--- config.mk ---
export PLATFORM = sky130hd
export DESIGN_NAME = pdm_decimator
export DESIGN_NICKNAME = d
export VERILOG_FILES = /design/src/rtl/pdm_decimator_pkg.sv /design/src/rtl/pdm_decimator_cic_comb_stage.sv /design/src/rtl/pdm_decimator.sv
export SDC_FILE = /design/constraint.sdc
export NUM_CORES = 1
export LEC_CHECK = 0
export ABC_AREA = 1
export BUFFER_PORTS_ARGS = -buffer_cell sky130_fd_sc_hd__buf_2
export CORE_MARGIN = 2
export CORE_UTILIZATION = 47
export CTS_CLUSTER_DIAMETER = 120
export DETAILED_ROUTE_END_ITERATION = 8
export GPL_TIMING_DRIVEN = 1
export PLACE_DENSITY = 0.73
export SYNTH_ARGS = -nofsm -noshare
export SYNTH_HDL_FRONTEND = slang
export SYNTH_HIERARCHICAL = 1
export SYNTH_SLANG_ARGS = --single-unit
--- constraint.sdc ---
create_clock -name clk -period 5 [get_ports clk]
set_input_delay 0.75 -clock clk [delete_from_list [all_inputs] [get_ports clk]]
set_output_delay 0.75 -clock clk [all_outputs]
set_load 0.02 [all_outputs]
--- src/rtl/pdm_decimator_pkg.sv ---
`default_nettype none
// +----------------------------------------------------------------------------+
// | pdm_decimator_pkg : widths and defaults shared by the PDM audio path. r1.0 |
// +----------------------------------------------------------------------------+
package pdm_decimator_pkg;

  // Shared with the modulator's N so both ends agree on the PCM width.
  localparam int AUDIO_SAMPLE_W   = 12;
  localparam int AUDIO_DECIM_LOG2 = 5;
  localparam int AUDIO_WARMUP     = 3;

  function automatic int cic_acc_width(input int decim_log2);
    return 3 * decim_log2 + 1;
  endfunction

endpackage
`default_nettype wire

--- src/rtl/pdm_decimator_cic_comb_stage.sv ---
`default_nettype none
// +----------------------------------------------------------------------------+
// | pdm_decimator_cic_comb_stage : one CIC comb (c = x - x_delayed).     r1.0  |
// +----------------------------------------------------------------------------+
module pdm_decimator_cic_comb_stage #(
  parameter int W = 16
) (
  input  logic         clk,
  input  logic         rst_n,
  input  logic         en_i,
  input  logic [W-1:0] data_i,
  output logic [W-1:0] data_o
);

  logic [W-1:0] c_q;
  logic [W-1:0] d_q;

  always_ff @(posedge clk or negedge rst_n) begin
    if (!rst_n) begin
      c_q <= '0;
      d_q <= '0;
    end else if (en_i) begin
      c_q <= data_i - d_q;
      d_q <= data_i;
    end
  end

  assign data_o = c_q;

endmodule
`default_nettype wire

--- src/rtl/pdm_decimator.sv ---
`default_nettype none
// +----------------------------------------------------------------------------+
// | pdm_decimator : 1-bit PDM to unsigned PCM, 3rd-order CIC, valid/ready. r1.0|
// +----------------------------------------------------------------------------+
module pdm_decimator
  import pdm_decimator_pkg::*;
#(
  parameter int DECIM_LOG2 = AUDIO_DECIM_LOG2,
  parameter int OUT_W      = AUDIO_SAMPLE_W,
  parameter int WARMUP     = AUDIO_WARMUP
) (
  input  logic             clk,
  input  logic             rst_n,
  input  logic             sample_en,
  input  logic             pdm_in,
  input  logic             sample_ready,
  output logic             sample_valid,
  output logic [OUT_W-1:0] sample_out,
  output logic             overrun
);

  localparam int ACC_W  = cic_acc_width(DECIM_LOG2);
  localparam int SHIFT  = 3 * DECIM_LOG2 - OUT_W;
  localparam int WARM_W = (WARMUP > 0) ? $clog2(WARMUP + 1) : 1;
  localparam logic [WARM_W-1:0] WARM_DONE = WARM_W'(WARMUP);

  logic [1:0]            sync_q;
  logic                  pdm_s;
  logic [DECIM_LOG2-1:0] ph_q;
  logic [ACC_W-1:0]      i1_q;
  logic [ACC_W-1:0]      i2_q;
  logic [ACC_W-1:0]      i3_q;
  logic                  tick;

  assign pdm_s = sync_q[1];
  assign tick  = sample_en && (ph_q == {DECIM_LOG2{1'b1}});

  // Integrators wrap modulo 2^ACC_W; the comb differences cancel the wrap.
  always_ff @(posedge clk or negedge rst_n) begin
    if (!rst_n) begin
      sync_q <= '0;
      ph_q   <= '0;
      i1_q   <= '0;
      i2_q   <= '0;
      i3_q   <= '0;
    end else begin
      sync_q <= {sync_q[0], pdm_in};
      if (sample_en) begin
        ph_q <= ph_q + 1'b1;
        i1_q <= i1_q + ACC_W'(pdm_s);
        i2_q <= i2_q + i1_q;
        i3_q <= i3_q + i2_q;
      end
    end
  end

  logic [ACC_W-1:0] comb_w [0:3];

  assign comb_w[0] = i3_q;

  for (genvar gi = 0; gi < 3; gi++) begin : g_comb
    pdm_decimator_cic_comb_stage #(
      .W (ACC_W)
    ) u_stage (
      .clk    (clk),
      .rst_n  (rst_n),
      .en_i   (tick),
      .data_i (comb_w[gi]),
      .data_o (comb_w[gi+1])
    );
  end

  logic [WARM_W-1:0] warm_q;
  logic              warm_done;
  logic              load;
  logic [ACC_W-1:0]  scaled;
  logic [OUT_W-1:0]  sat_sample;

  assign warm_done  = (warm_q == WARM_DONE);
  assign load       = tick && warm_done;
  assign scaled     = comb_w[3] >> SHIFT;
  // DC full scale lands exactly on 2^OUT_W, one past the top code.
  assign sat_sample = (|scaled[ACC_W-1:OUT_W]) ? {OUT_W{1'b1}} : scaled[OUT_W-1:0];

  logic             valid_q;
  logic             valid_d;
  logic [OUT_W-1:0] out_q;
  logic [OUT_W-1:0] out_d;
  logic             ovr_q;
  logic             ovr_d;

  always_comb begin
    valid_d = valid_q;
    out_d   = out_q;
    ovr_d   = ovr_q;
    if (load) begin
      out_d   = sat_sample;
      valid_d = 1'b1;
      if (valid_q && !sample_ready) begin
        ovr_d = 1'b1;
      end
    end else if (valid_q && sample_ready) begin
      valid_d = 1'b0;
    end
  end

  always_ff @(posedge clk or negedge rst_n) begin
    if (!rst_n) begin
      warm_q  <= '0;
      valid_q <= 1'b0;
      out_q   <= '0;
      ovr_q   <= 1'b0;
    end else begin
      if (tick && !warm_done) begin
        warm_q <= warm_q + 1'b1;
      end
      valid_q <= valid_d;
      out_q   <= out_d;
      ovr_q   <= ovr_d;
    end
  end

  assign sample_valid = valid_q;
  assign sample_out   = out_q;
  assign overrun      = ovr_q;

endmodule
`default_nettype wire

==> flow_summary.yaml <==
setup_path:
  cp_common_cell: "nand2_1"
  path_cells: "buf_2, nand2_1, inv_2, buf_4, nand2_1, mux2_2"
  crit_type: "in2reg"
  crit_arrival_ns: 2.88
  slowest_delay_ns: 0.59
  r2r_end: "warm_q[1]"
  start_kind: "primary input"
  end_kind: "register"
  crit-reg2reg-launch: "ph_q[0]"
  crit_required_ns: 5.31
  worst_path_max_delay_cell: "buf_2"
  reg2reg_depth: 8
  crit_fanout: 75
  r2r_slack_ns: 2.59
grt:
  gr-total-overflow: 0
  grtUsageTotal: 0.195
  grt_pass1_wl_um: 39400
  antenna_found_initial: 0
  grt_max_degree: 77
  grt_pass1_vias: 8836
clock_network:
  cts.sinks: 164
  cts_max_path_buffers: 2
  clkTransAtPathRegs_ns: 0.07
  post_cts_resized: 0
  cts_hold_buf: 0
  root_buffer: "clkbuf_16"
  htree_levels: 4
  cts_tree: "done"
  clkLatencyLatePin_ns: 0.43
  post-cts-setup-buffers: 0
  numCtsBuffers: 17
floorplan:
  die-height_um: 157
  coreArea_mm2: 0.0233
  ioPinCount: 19
  rows: 56
  fp.dieW_um: 157
  start_util: 0.474
  design.die.area_mm2: 0.0247
worst_hold_path:
  hold_path.class: "in2async"
timing:
  rsz0062_at_grt: "no"
  relSlewSlack: 0.478
  hold_viol_final: 0
  finalCritPeriodShare: 0.515
  fin_tns_setup_ns: 0
  holdWs_ns: 0.332
  timing.fmax_mhz: 388
  tightest_slew_ns: 0.784
  finClkSkew_ns: 0.0103
  finalSetupViolCount: 0
  setup_slack_ns: 2.42
  post-route-min-period_ns: 2.58
  slew_viol_final: 0
layout:
  antennaDiodeCount: 0
  nFillCells: 2267
  synthToLayoutAreaGrowth_pct: 8.90
  regArea_mm2: 0.00410
  fin_area_mm2: 0.0120
  nets: 1666
  multi_input_area_mm2: 0.00580
  post_route_cells_drive_above_1_share: 0.0724
detailed_routing:
  wirelength_um: 22400
  drc: 0
  antenna_left: 0
  num_vias: 9260
  drt-vias-per-instance: 4.85
  wl_per_cell_um: 11.7
  dr.pass1.iters: 4
  dr.first_iter.drc_count: 531
synthesis:
  syn_area_mm2: 0.0110
  syn_nets: 1653
  synth_area_per_cell_um2: 7.05
  synth_warnings: 6
  syn_inst: 1563
pwr:
  internal-power_w: 0.00336
  pwr-share-comb: 0.421
  power_w: 0.00574
  netSwitchingFraction: 0.414
  total_leakage_power_nw: 6.94
  p_clk_frac: 0.231
  seqPwrFrac: 0.348
  p_switching_w: 0.00238
  power_density_mw_per_mm2: 479
  ir_worst_vdd_mv: 0.263
place:
  dp_hpwl_um: 16700
  place_area_mm2: 0.0114
  portBuffers: 18
  place.gp.congestion: 0.870
  dp_slack_ns: 1.92
outcome:
  status: "finished, final reports clean"
job:
  drv_cap: 0
==> cells in the final DEF (no fill, tap or decap), types with 5 or more instances in the layout <==
cell,n
a21oi_1,36
buf_2,17
buf_4,5
clkbuf_16,17
dfrtp_1,164
fa_1,5
ha_1,80
inv_1,244
inv_2,13
nand2_1,625
nand2_2,12
nand2_4,7
nand3_1,95
nand3_2,6
nand3b_1,11
nand4_1,7
nor2_1,55
nor3_1,12
o21ai_0,77
o21ai_1,10
xnor2_1,25
xor2_1,16
==> worst max path at each step <==
stage | cells after the start | slack [ns] | from | to
2_1_floorplan | 8 | 3.25 | ph_q[0] | g_comb[0].u_stage/data_o[0]
3_3_place_gp | 6 | 1.96 | sample_en | warm_q[1]
3_5_place_dp | 6 | 1.92 | sample_en | warm_q[1]
4_1_cts | 6 | 2.38 | sample_en | warm_q[1]
5_1_grt | 6 | 2.20 | sample_en | warm_q[1]
6_report | 6 | 2.42 | sample_en | warm_q[1]
==> stage by stage <==
stage               std cells   util
detailed placement       1876  0.490
floorplan                1563      -
finish                   1908  0.516
global route             1908  0.516
global placement         1876  0.490
CTS                      1908  0.516
==> worst max-delay path: cells and delay by family <==
| kind | cells | cell delay, ns |
|---|---|---|
| muxes | 1 | 0.32 |
| buffers and inverters | 3 | 1.41 |
| and+or+nand+nor | 2 | 0.38 |
==> sequential cells by signal, summed over array words and instances (netlist names), 2 cells and up <==
signal                 count
g_comb.u_stage/d_q        48
g_comb.u_stage/data_o     45
i1_q                      16
i2_q                      16
i3_q                      16
sample_out                12
ph_q                       5
sync_q                     2
warm_q                     2
==> layout make-up <==
type / instances / share of cell area
Clock buffer: 17 / 0.0355
Clock inverter: 15 / 0.0143
Inverter: 258 / 0.0807
Multi-Input combinational cell: 1112 / 0.483
Sequential cell: 164 / 0.342
Tap cell: 319 / 0.0333
Timing Repair Buffer: 23 / 0.0112
==> power groups by stage <==
stage                     clock network, W  logic, W  registers (W)
after floorplan                          0   0.00194        0.00191
after global placement                   0   0.00233        0.00202
after detailed placement                 0   0.00239        0.00202
after CTS                          0.00135   0.00242        0.00200
after global routing               0.00142   0.00279        0.00205
final                              0.00133   0.00242        0.00200
==> layer usage <==
| layer | wire length (um) | track usage | up-vias | part of all wire |
|---|---|---|---|---|
| met4 | 402 | 0.0619 | 0 | 0.018 |
| met5 | 0 | 0 | - | 0 |
| met1 | 10400 | 0.238 | 4275 | 0.46 |
| met2 | 11100 | 0.350 | 111 | 0.50 |
| li1 | - | - | 4847 | - |
| met3 | 516 | 0.0328 | 27 | 0.023 |
No activity file was read; power rests on OpenSTA's default activity.
